--- config.mk ---
export PLATFORM = sky130hd
export DESIGN_NAME = mmio_uart_tx_flat
export DESIGN_NICKNAME = d
export VERILOG_FILES = /design/src/rtl/mmio_uart_tx_if.sv /design/src/rtl/mmio_uart_tx.sv /design/src/flat_wrapper.sv
export SDC_FILE = /design/constraint.sdc
export NUM_CORES = 1
export LEC_CHECK = 0
export ABC_AREA = 0
export CORE_AREA = 2 2 84 86
export CTS_CLUSTER_SIZE = 16
export DETAILED_ROUTE_END_ITERATION = 6
export DIE_AREA = 0 0 86 88
export PLACE_DENSITY = 0.78
export SLEW_MARGIN = 5
export SYNTH_ARGS = -nofsm -noshare
export SYNTH_HDL_FRONTEND = slang
export SYNTH_SLANG_ARGS = --single-unit
--- constraint.sdc ---
create_clock -name clk -period 5.8 [get_ports clk]
set_input_delay 0.87 -clock clk [delete_from_list [all_inputs] [get_ports clk]]
set_output_delay 0.87 -clock clk [all_outputs]
set_load 0.01 [all_outputs]
--- src/rtl/mmio_uart_tx_if.sv ---
// CPU data-memory bus seen by the memory-mapped UART transmitter.
// The CPU side drives address, write data and write strobe. The UART side
// returns combinational read data and its window-select flag.
interface mmio_uart_tx_if;
    logic [31:0] addr_bus;
    logic [31:0] write_data_bus;
    logic        write_signal;
    logic [31:0] read_data_bus;
    logic        sel;

    modport master (
        output addr_bus,
        output write_data_bus,
        output write_signal,
        input  read_data_bus,
        input  sel
    );

    modport slave (
        input  addr_bus,
        input  write_data_bus,
        input  write_signal,
        output read_data_bus,
        output sel
    );
endinterface

--- src/rtl/mmio_uart_tx.sv ---
// Memory-mapped 8N1 UART transmitter with a small TX FIFO.
// Register window (16 bytes at BASE_ADDR, decoded on addr_bus[3:2]):
//   0x0 TXDATA  write pushes a byte, read returns 0
//   0x4 STATUS  {count, overflow, empty, full, busy}; writing bit 3 clears overflow
//   0x8 / 0xC   reserved, read as 0, writes ignored
module mmio_uart_tx #(
    parameter logic [31:0] BASE_ADDR    = 32'h0001_0000,
    parameter int          CLKS_PER_BIT = 16,
    parameter int          FIFO_AW      = 2
) (
    input  logic                 clk,
    input  logic                 reset,
    mmio_uart_tx_if.slave        bus,
    output logic                 tx
);

    localparam int DEPTH  = 2 ** FIFO_AW;
    localparam int CNT_W  = FIFO_AW + 1;
    localparam int BAUD_W = (CLKS_PER_BIT > 1) ? $clog2(CLKS_PER_BIT) : 1;

    localparam logic [CNT_W-1:0]   CNT_DEPTH = CNT_W'(DEPTH);
    localparam logic [CNT_W-1:0]   CNT_ZERO  = CNT_W'(0);
    localparam logic [CNT_W-1:0]   CNT_ONE   = CNT_W'(1);
    localparam logic [FIFO_AW-1:0] PTR_ONE   = FIFO_AW'(1);
    localparam logic [BAUD_W-1:0]  BAUD_ZERO = BAUD_W'(0);
    localparam logic [BAUD_W-1:0]  BAUD_ONE  = BAUD_W'(1);
    localparam logic [BAUD_W-1:0]  BAUD_LAST = BAUD_W'(CLKS_PER_BIT - 1);

    typedef enum logic [1:0] {
        ST_IDLE  = 2'b00,
        ST_START = 2'b01,
        ST_DATA  = 2'b10,
        ST_STOP  = 2'b11
    } state_t;

    // Registered state
    state_t             r_state;
    logic [7:0]         r_mem [DEPTH];
    logic [FIFO_AW-1:0] r_wr_ptr;
    logic [FIFO_AW-1:0] r_rd_ptr;
    logic [CNT_W-1:0]   r_count;
    logic               r_overflow;
    logic [7:0]         r_shift;
    logic [BAUD_W-1:0]  r_baud;
    logic [2:0]         r_bit_idx;
    logic               r_tx;

    // Combinational signals
    logic               w_sel;
    logic               w_wr_txdata;
    logic               w_wr_status;
    logic               w_full;
    logic               w_empty;
    logic               w_push;
    logic               w_drop;
    logic               w_pop;
    state_t             w_next_state;
    logic [7:0]         w_next_shift;
    logic [BAUD_W-1:0]  w_next_baud;
    logic [2:0]         w_next_bit;
    logic               w_next_tx;
    logic [CNT_W-1:0]   w_next_count;
    logic [3:0]         w_count4;
    logic [31:0]        w_status;
    logic [31:0]        w_rdata;
    logic               w_unused_bits;

    // Upper write-data bits and byte-lane address bits carry no meaning here.
    assign w_unused_bits = ^{bus.write_data_bus[31:8], bus.addr_bus[1:0]};

    assign w_sel   = (bus.addr_bus[31:4] == BASE_ADDR[31:4]);
    assign w_full  = (r_count == CNT_DEPTH);
    assign w_empty = (r_count == CNT_ZERO);

    // Address decode of CPU writes into TXDATA and STATUS strobes.
    always_comb begin
        w_wr_txdata = 1'b0;
        w_wr_status = 1'b0;
        if (w_sel && bus.write_signal) begin
            w_wr_txdata = (bus.addr_bus[3:2] == 2'b00);
            w_wr_status = (bus.addr_bus[3:2] == 2'b01);
        end else begin
            w_wr_txdata = 1'b0;
            w_wr_status = 1'b0;
        end
    end

    // A push into a full FIFO is dropped even if a pop happens on the same edge.
    assign w_push = w_wr_txdata & ~w_full;
    assign w_drop = w_wr_txdata & w_full;

    // FIFO occupancy update from the push/pop pair.
    always_comb begin
        w_next_count = r_count;
        case ({w_push, w_pop})
            2'b10:   w_next_count = r_count + CNT_ONE;
            2'b01:   w_next_count = r_count - CNT_ONE;
            default: w_next_count = r_count;
        endcase
    end

    // Transmit FSM next state, datapath next values and next serial bit.
    always_comb begin
        w_next_state = r_state;
        w_next_shift = r_shift;
        w_next_baud  = r_baud;
        w_next_bit   = r_bit_idx;
        w_pop        = 1'b0;
        case (r_state)
            ST_IDLE: begin
                if (!w_empty) begin
                    w_pop        = 1'b1;
                    w_next_shift = r_mem[r_rd_ptr];
                    w_next_baud  = BAUD_ZERO;
                    w_next_bit   = 3'd0;
                    w_next_state = ST_START;
                end else begin
                    w_pop        = 1'b0;
                end
            end
            ST_START: begin
                if (r_baud == BAUD_LAST) begin
                    w_next_baud  = BAUD_ZERO;
                    w_next_state = ST_DATA;
                end else begin
                    w_next_baud  = r_baud + BAUD_ONE;
                end
            end
            ST_DATA: begin
                if (r_baud == BAUD_LAST) begin
                    w_next_baud  = BAUD_ZERO;
                    w_next_shift = {1'b0, r_shift[7:1]};
                    if (r_bit_idx == 3'd7) begin
                        w_next_bit   = 3'd0;
                        w_next_state = ST_STOP;
                    end else begin
                        w_next_bit   = r_bit_idx + 3'd1;
                    end
                end else begin
                    w_next_baud  = r_baud + BAUD_ONE;
                end
            end
            ST_STOP: begin
                if (r_baud == BAUD_LAST) begin
                    w_next_baud  = BAUD_ZERO;
                    w_next_state = ST_IDLE;
                end else begin
                    w_next_baud  = r_baud + BAUD_ONE;
                end
            end
            default: begin
                w_next_state = ST_IDLE;
            end
        endcase

        // tx is registered, so it follows the state being entered, not the current one.
        case (w_next_state)
            ST_IDLE:  w_next_tx = 1'b1;
            ST_START: w_next_tx = 1'b0;
            ST_DATA:  w_next_tx = w_next_shift[0];
            ST_STOP:  w_next_tx = 1'b1;
            default:  w_next_tx = 1'b1;
        endcase
    end

    // FSM, FIFO bookkeeping and serial output registers; reset wins over any write.
    always_ff @(posedge clk) begin
        if (reset) begin
            r_state    <= ST_IDLE;
            r_wr_ptr   <= '0;
            r_rd_ptr   <= '0;
            r_count    <= CNT_ZERO;
            r_overflow <= 1'b0;
            r_shift    <= 8'h00;
            r_baud     <= BAUD_ZERO;
            r_bit_idx  <= 3'd0;
            r_tx       <= 1'b1;
        end else begin
            r_state   <= w_next_state;
            r_shift   <= w_next_shift;
            r_baud    <= w_next_baud;
            r_bit_idx <= w_next_bit;
            r_tx      <= w_next_tx;
            r_count   <= w_next_count;
            if (w_push) begin
                r_wr_ptr <= r_wr_ptr + PTR_ONE;
            end
            if (w_pop) begin
                r_rd_ptr <= r_rd_ptr + PTR_ONE;
            end
            if (w_drop) begin
                r_overflow <= 1'b1;
            end else if (w_wr_status && bus.write_data_bus[3]) begin
                r_overflow <= 1'b0;
            end
        end
    end

    // FIFO storage; stale entries are harmless because the pointers are reset.
    always_ff @(posedge clk) begin
        if (w_push && !reset) begin
            r_mem[r_wr_ptr] <= bus.write_data_bus[7:0];
        end
    end

    // Zero-extend the occupancy into the 4-bit STATUS count field.
    always_comb begin
        w_count4 = 4'h0;
        w_count4[CNT_W-1:0] = r_count;
    end

    assign w_status = {24'h00_0000, w_count4, r_overflow, w_empty, w_full,
                       (r_state != ST_IDLE)};

    // Read mux: only STATUS returns data; everything else, and unselected, reads 0.
    always_comb begin
        w_rdata = 32'h0000_0000;
        if (w_sel && (bus.addr_bus[3:2] == 2'b01)) begin
            w_rdata = w_status;
        end else begin
            w_rdata = 32'h0000_0000;
        end
    end

    assign bus.read_data_bus = w_rdata;
    assign bus.sel           = w_sel;
    assign tx                = r_tx;

endmodule

--- src/flat_wrapper.sv ---
// flat-port wrapper written by rule: the top's interface ports become plain ports
module mmio_uart_tx_flat 
#(
    parameter logic [31:0] BASE_ADDR    = 32'h0001_0000,
    parameter int          CLKS_PER_BIT = 16,
    parameter int          FIFO_AW      = 2
)
  (clk, reset, tx, bus_addr_bus, bus_write_data_bus, bus_write_signal, bus_read_data_bus, bus_sel);
  mmio_uart_tx_if bus_i ();
  input  logic clk;
  input  logic reset;
  output logic tx;
  input wire logic [$bits(bus_i.addr_bus)-1:0] bus_addr_bus;
  input wire logic [$bits(bus_i.write_data_bus)-1:0] bus_write_data_bus;
  input wire logic [$bits(bus_i.write_signal)-1:0] bus_write_signal;
  output wire logic [$bits(bus_i.read_data_bus)-1:0] bus_read_data_bus;
  output wire logic [$bits(bus_i.sel)-1:0] bus_sel;
  assign bus_i.addr_bus = bus_addr_bus;
  assign bus_i.write_data_bus = bus_write_data_bus;
  assign bus_i.write_signal = bus_write_signal;
  assign bus_read_data_bus = bus_i.read_data_bus;
  assign bus_sel = bus_i.sel;
  mmio_uart_tx #(.BASE_ADDR(BASE_ADDR), .CLKS_PER_BIT(CLKS_PER_BIT), .FIFO_AW(FIFO_AW)) u_core (.clk(clk), .reset(reset), .bus(bus_i), .tx(tx));
endmodule
==> results of run 1 <==
cell usage after synthesis (3+ instances only):
cell type   n  area share
a21oi_1    17       0.029
a22oi_1     8       0.021
buf_2       4      0.0069
buf_4      25       0.064
clkbuf_1    3      0.0039
dfxtp_1    28        0.19
edfxtp_1   32        0.33
ha_1       10       0.043
inv_1       8       0.010
mux4_2      8       0.062
nand2_1    15       0.019
nand2b_1    4      0.0086
nand3_1     6       0.010
nand3b_1    3      0.0077
nor2_1     17       0.022
nor3_1      3      0.0051
nor3b_1     5       0.013
nor4_1      9       0.019
nor4_4      3       0.022
o21ai_0     5      0.0086
or3_1       3      0.0064
xor2_1      4       0.012
area by class of cell:
cell class / count / share of cell area
multi-input combinational: 170 / 0.3422
inverter: 8 / 0.008354
clock buffer: 11 / 0.03655
tap: 80 / 0.02785
timing repair buffer: 54 / 0.1469
clock inverter: 5 / 0.01497
sequential: 60 / 0.4233
logic make-up (layout without fill, tap and decap cells):
group,count (synthesis),after routing,share of synthesized area
AOI/OAI and AO/OA,34,34,0.06861
DFF,60,60,0.5214
and+or+nand+nor,84,84,0.1835
buffers and inverters,42,78,0.08791
other,1,25,0.001285
xor gates and xnor gates,5,5,0.01501
adders and majority gates,11,11,0.04974
muxes,11,11,0.07247
report_power, final:
group	internal [uW]	total, uW	switching (uW)
Sequential	446	446	0.00000266
Combinational	26.3	47.4	21.0
Clock	197	353	156
Total	670	846	177
layer usage:
layer  track usage  vias to the layer above  share of wire
li1              -                      967              -
met1        0.1837                      957           0.43
met2        0.2671                       55           0.51
met3       0.05184                        9          0.044
met4       0.05916                        0          0.017
met5             0                        -              0
state kept, by name, indices dropped and copies added, names as in the netlist, named ones only:
| signal | count |
|---|---|
| u_core.tx | 1 |
| u_core.r_baud | 4 |
| u_core.r_bit_idx | 3 |
| u_core.r_state | 2 |
| u_core.r_rd_ptr | 2 |
| u_core.r_mem | 32 |
| u_core.r_wr_ptr | 2 |
| u_core.r_overflow | 1 |
| u_core.r_shift | 8 |
| u_core.r_count | 3 |
through the flow:
step | std cells | power (uW)
after detailed placement | 372 | 502.9
after floorplan | 272 | 481.8
after global placement | 372 | 501.8
after global routing | 388 | 880.6
final | 388 | 846.5
after CTS | 388 | 855.2
worst max path at each step:
stage | start | end | slack (ns)
6_report | bus_addr_bus[13] | bus_read_data_bus[6] | 1.86
5_1_grt | bus_addr_bus[13] | bus_read_data_bus[4] | 1.66
4_1_cts | bus_addr_bus[13] | bus_read_data_bus[2] | 1.84
3_5_place_dp | bus_addr_bus[13] | bus_read_data_bus[2] | 1.83
3_3_place_gp | bus_addr_bus[13] | bus_read_data_bus[2] | 1.96
2_1_floorplan | bus_addr_bus[14] | bus_read_data_bus[1] | 3.03
critical path: stages:
cell	delay, ns
clkdlybuf4s50_1	0.41
nor4_1	0.33
nand4_1	0.43
nor3_1	0.33
and2_1	0.15
clkdlybuf4s50_1	0.54
==> qor.txt, run 1 <==
critical path fanouts, max: 11
diode count: 0
hold slack: 0.4527 ns
die area: 0.007568 mm^2
Fin Setup TNS: 0 ns
CTS tree: built
initial antenna violation count: 0
Setup crit end kind: output pin
H-tree depth: 3
largest net degree at the start of global routing: 34
# setup viols final: 0
Placement Cell Area: 0.003410 mm^2
RSZ-0062 raised after global routing: no
Max Cap Viol: 0
post-CTS setup buffer count: 0
via count: 1,988
Slew Viols, Final: 0
Root Buffer Master: clkbuf_8
area occupied by multi-input gates: 0.001230 mm^2
sequential fraction of the synthesis area: 0.5214
max_slew headroom: 0.4149
1st-pass router iterations: 4
Worst R2R Setup Slack: 3.20 ns
io pins: 101
Routability Congestion: 0.7801
wire per inst: 13.47 um
Rows: 30
Final WS setup: 1.861 ns
Worst EP arrival: 3.07 ns
first-pass GRT wire length: 9149 um
CP Launch Type: primary input
grt ovf: 0
flip-flop and latch count after synthesis: 60
CTS clk-pin slew, worst paths: 0.06 ns
final worst path period share: 0.6791
Max VDD drop: 0.2301 mV
outcome: finished clean
Mapped Cells: 248
Main synth FF type: edfxtp_1
share of layout cells above drive strength 1: 0.1201
Fmax achieved: 253.9 MHz
Power Density: 235.5 mW/mm^2
later-pin clock latency in the skew report: 0.33 ns
hold path depth: 2
core box area: 0.006644 mm^2
fill cell count: 570
Mapped Avg Cell Area: 11.77 um^2
Max Root-Sink Buffers: 2
reg2reg start: u_core.r_state[1]$_SDFF_PP0_
Worst Hold Launch: u_core.r_shift[4]$_SDFFE_PP0P_
ANT nets after route: 0
Final Hold Vio Count: 0
YS warnings: 0
RR Endpoint: u_core.r_count[2]$_SDFFE_PP0P_
Static Leakage: 0.001223 uW
fin nets: 381
gr usage total: 0.1564
starting density of the core: 0.4392
die width: 86 um
initial DRC count: 80
Reg2Reg Depth: 8
hpwl dp: 3781 um
Port-buffer cells: 49
utilization after layout: 0.5411
Final min period: 3.939 ns
hold_buf cts: 0
final wirelength: 5228 um
most frequent cells in the layout: clkdlybuf4s50_1, edfxtp_1, dfxtp_1
FF/Latch Area: 0.001521 mm^2
cell area after synthesis: 0.002918 mm^2
P&R area growth vs syn: 23.20%
most common cell after layout, fill and taps aside: clkdlybuf4s50_1
Worst Hold Class: reg -> reg
Die Height: 88 um
Critical Path RT: 4.93 ns
vias in the first global route: 1,982
EDFF count, synth: 32
clock skew: 0.007991 ns
DRC: 0
count of unique library cells instantiated by Yosys: 44
pre-CTS WS: 1.830 ns
cts repair resizes: 0
via density per instance: 5.124
clk sink count: 60
Post-Layout Inst Area: 0.003595 mm^2
Num CTS Buffers: 9
Crit Path Category: in -> out
actual slew at the worst max-slew pin: 0.8776 ns
hold worst-path end: u_core.r_shift[4]$_SDFFE_PP0P_
fraction of registers with async set/reset: 0
Power figures use the tool's default switching activity.
==> run 2, diff against run 1 <==
- clock period: 5.8 -> 3.9 ns (I/O delays scaled with it)
==> run 2 against run 1 <==
  * Hold slack is essentially flat
  * Register-to-register slack lost 1.9 ns
  * Largest cell class unchanged
  * Wire length is 3.2% higher
  * Sequential power is 49% higher
  * First-iteration DRC count increased by 15%
  * Critical path depth unchanged
  * Global-route usage up 0.23 points
  * Combinational power is 49% higher
  * Clock-buffer cell count down 1
==> qor.txt, run 2 (synthesis gave the netlist of run 1 again) <==
post-CTS setup buffer count: 0
share of layout cells above drive strength 1: 0.1234
Worst EP arrival: 2.83 ns
max reg flops: 32
CP Launch Type: primary input
Worst R2R Setup Slack: 1.28 ns
met1 Use GR: 0.1841
Final Hold Vio Count: 0
met2 Use GR: 0.2692
hold path depth: 2
Reg2Reg Depth: 8
via density per instance: 5.162
Num CTS Buffers: 9
final worst path period share: 0.8751
largest registers: u_core.r_mem (32), u_core.r_shift (8), u_core.r_baud (4)
initial DRC count: 92
io pins: 101
P&R area growth vs syn: 25.09%
RSZ-0062 raised after global routing: no
RR Endpoint: u_core.r_count[2]$_SDFFE_PP0P_
utilization after layout: 0.5493
Root Buffer Master: clkbuf_8
gr usage total: 0.1587
pre-CTS WS: 0.5578 ns
CP Launch Point: bus_addr_bus[5]
clk sink count: 60
grt ovf: 0
fill cell count: 555
Die Height: 88 um
critical path fanouts, max: 11
Non-Filler Instances: 388
CTS clk-pin slew, worst paths: 0.06 ns
initial antenna violation count: 0
Slew Viols, Final: 0
Max Cap Viol: 0
fin nets: 381
via count: 2,003
vias in the first global route: 1,927
Largest Register: u_core.r_mem
max_slew headroom: 0.4123
reg2reg start: u_core.r_state[1]$_SDFF_PP0_
Worst Hold Class: reg -> reg
cts repair resizes: 0
Power Density: 383.7 mW/mm^2
outcome: finished clean
final wirelength: 5393 um
most common cell after layout, fill and taps aside: clkdlybuf4s50_1
FF/Latch Area: 0.001521 mm^2
clock skew: 0.008751 ns
actual slew at the worst max-slew pin: 0.8816 ns
diode count: 0
hold_buf cts: 0
Routability Congestion: 0.7935
Worst Hold Launch: u_core.r_shift[3]$_SDFFE_PP0P_
# setup viols final: 0
Max VDD drop: 0.3036 mV
Critical Path RT: 3.31 ns
Crit Path Category: in -> out
grt peak-use layer: met2
ANT nets after route: 0
CTS tree: built
wire per inst: 13.90 um
H-tree depth: 3
starting density of the core: 0.4392
Fin Setup TNS: 0 ns
die width: 86 um
die area: 0.007568 mm^2
core box area: 0.006644 mm^2
total power: 1400 uW
first-pass GRT wire length: 9101 um
most frequent cells in the layout: clkdlybuf4s50_1, edfxtp_1, dfxtp_1
DRC: 0
Static Leakage: 0.001247 uW
Final min period: 3.413 ns
later-pin clock latency in the skew report: 0.34 ns
met3 usage in global routing: 0.06032
largest net degree at the start of global routing: 34
Rows: 30
area occupied by multi-input gates: 0.001230 mm^2
Final WS setup: 0.4871 ns
Placed Cells: 372
Fmax achieved: 293.0 MHz
Setup crit end kind: output pin
hpwl dp: 3775 um
hold worst-path end: u_core.r_shift[3]$_SDFFE_PP0P_
1st-pass router iterations: 4
Max Root-Sink Buffers: 2
Port-buffer cells: 49
run 2: cell types whose count changed in the layout (fill, tap and decap cells not counted), sizes merged:
cell / before / now
clkbuf: 11 / 10
clkinv: 4 / 3
bufinv: 1 / 3
run 2: how the worst max path moves through the flow:
stage / endpoint / slack, ns / cells after the start
CTS: bus_read_data_bus[3] / 0.50 / 6
detailed placement: bus_read_data_bus[3] / 0.56 / 6
finish: bus_read_data_bus[3] / 0.49 / 6
global route: bus_read_data_bus[3] / 0.23 / 6
global placement: bus_read_data_bus[3] / 0.63 / 6
floorplan: u_core.r_mem[1][0]$_DFFE_PP_ / 1.42 / 5
run 2: report_power, final:
| group | internal, uW | switching, uW | leakage (uW) |
|---|---|---|---|
| registers | 664 | 0.00000406 | 0.000513 |
| clock network | 425 | 241 | 0.000120 |
| logic | 39.2 | 31.2 | 0.000613 |
| total | 1130 | 272 | 0.00125 |
run 2: layer usage:
metal  share of wire  up-vias  routed length (um)
li1                -      972                   -
met1            0.42      946                2254
met2            0.50       72                2694
met3           0.061       13                 329
met4           0.021        0                 115
met5               0        -                   0
run 2: metrics by stage:
stage | hold WS [ns] | instance area [um^2]
after global placement | 0.4394 | 3410
after floorplan | 0.4320 | 3008
after global routing | 0.4718 | 3650
final | 0.4526 | 3650
after detailed placement | 0.4452 | 3410
after CTS | 0.4547 | 3650
run 2: area by class of cell:
| type | count | area share |
|---|---|---|
| Multi-Input combinational cell | 170 | 0.3370 |
| Clock buffer | 10 | 0.03497 |
| Sequential cell | 60 | 0.4169 |
| Timing Repair Buffer | 54 | 0.1447 |
| Tap cell | 80 | 0.02743 |
| Clock inverter | 6 | 0.03085 |
| Inverter | 8 | 0.008228 |
run 2: critical path: stages:
cell,delay [ns]
clkdlybuf4s50_1,0.42
nor4_1,0.31
nand4_1,0.45
nor3_1,0.35
and2_1,0.16
clkdlybuf4s50_1,0.56
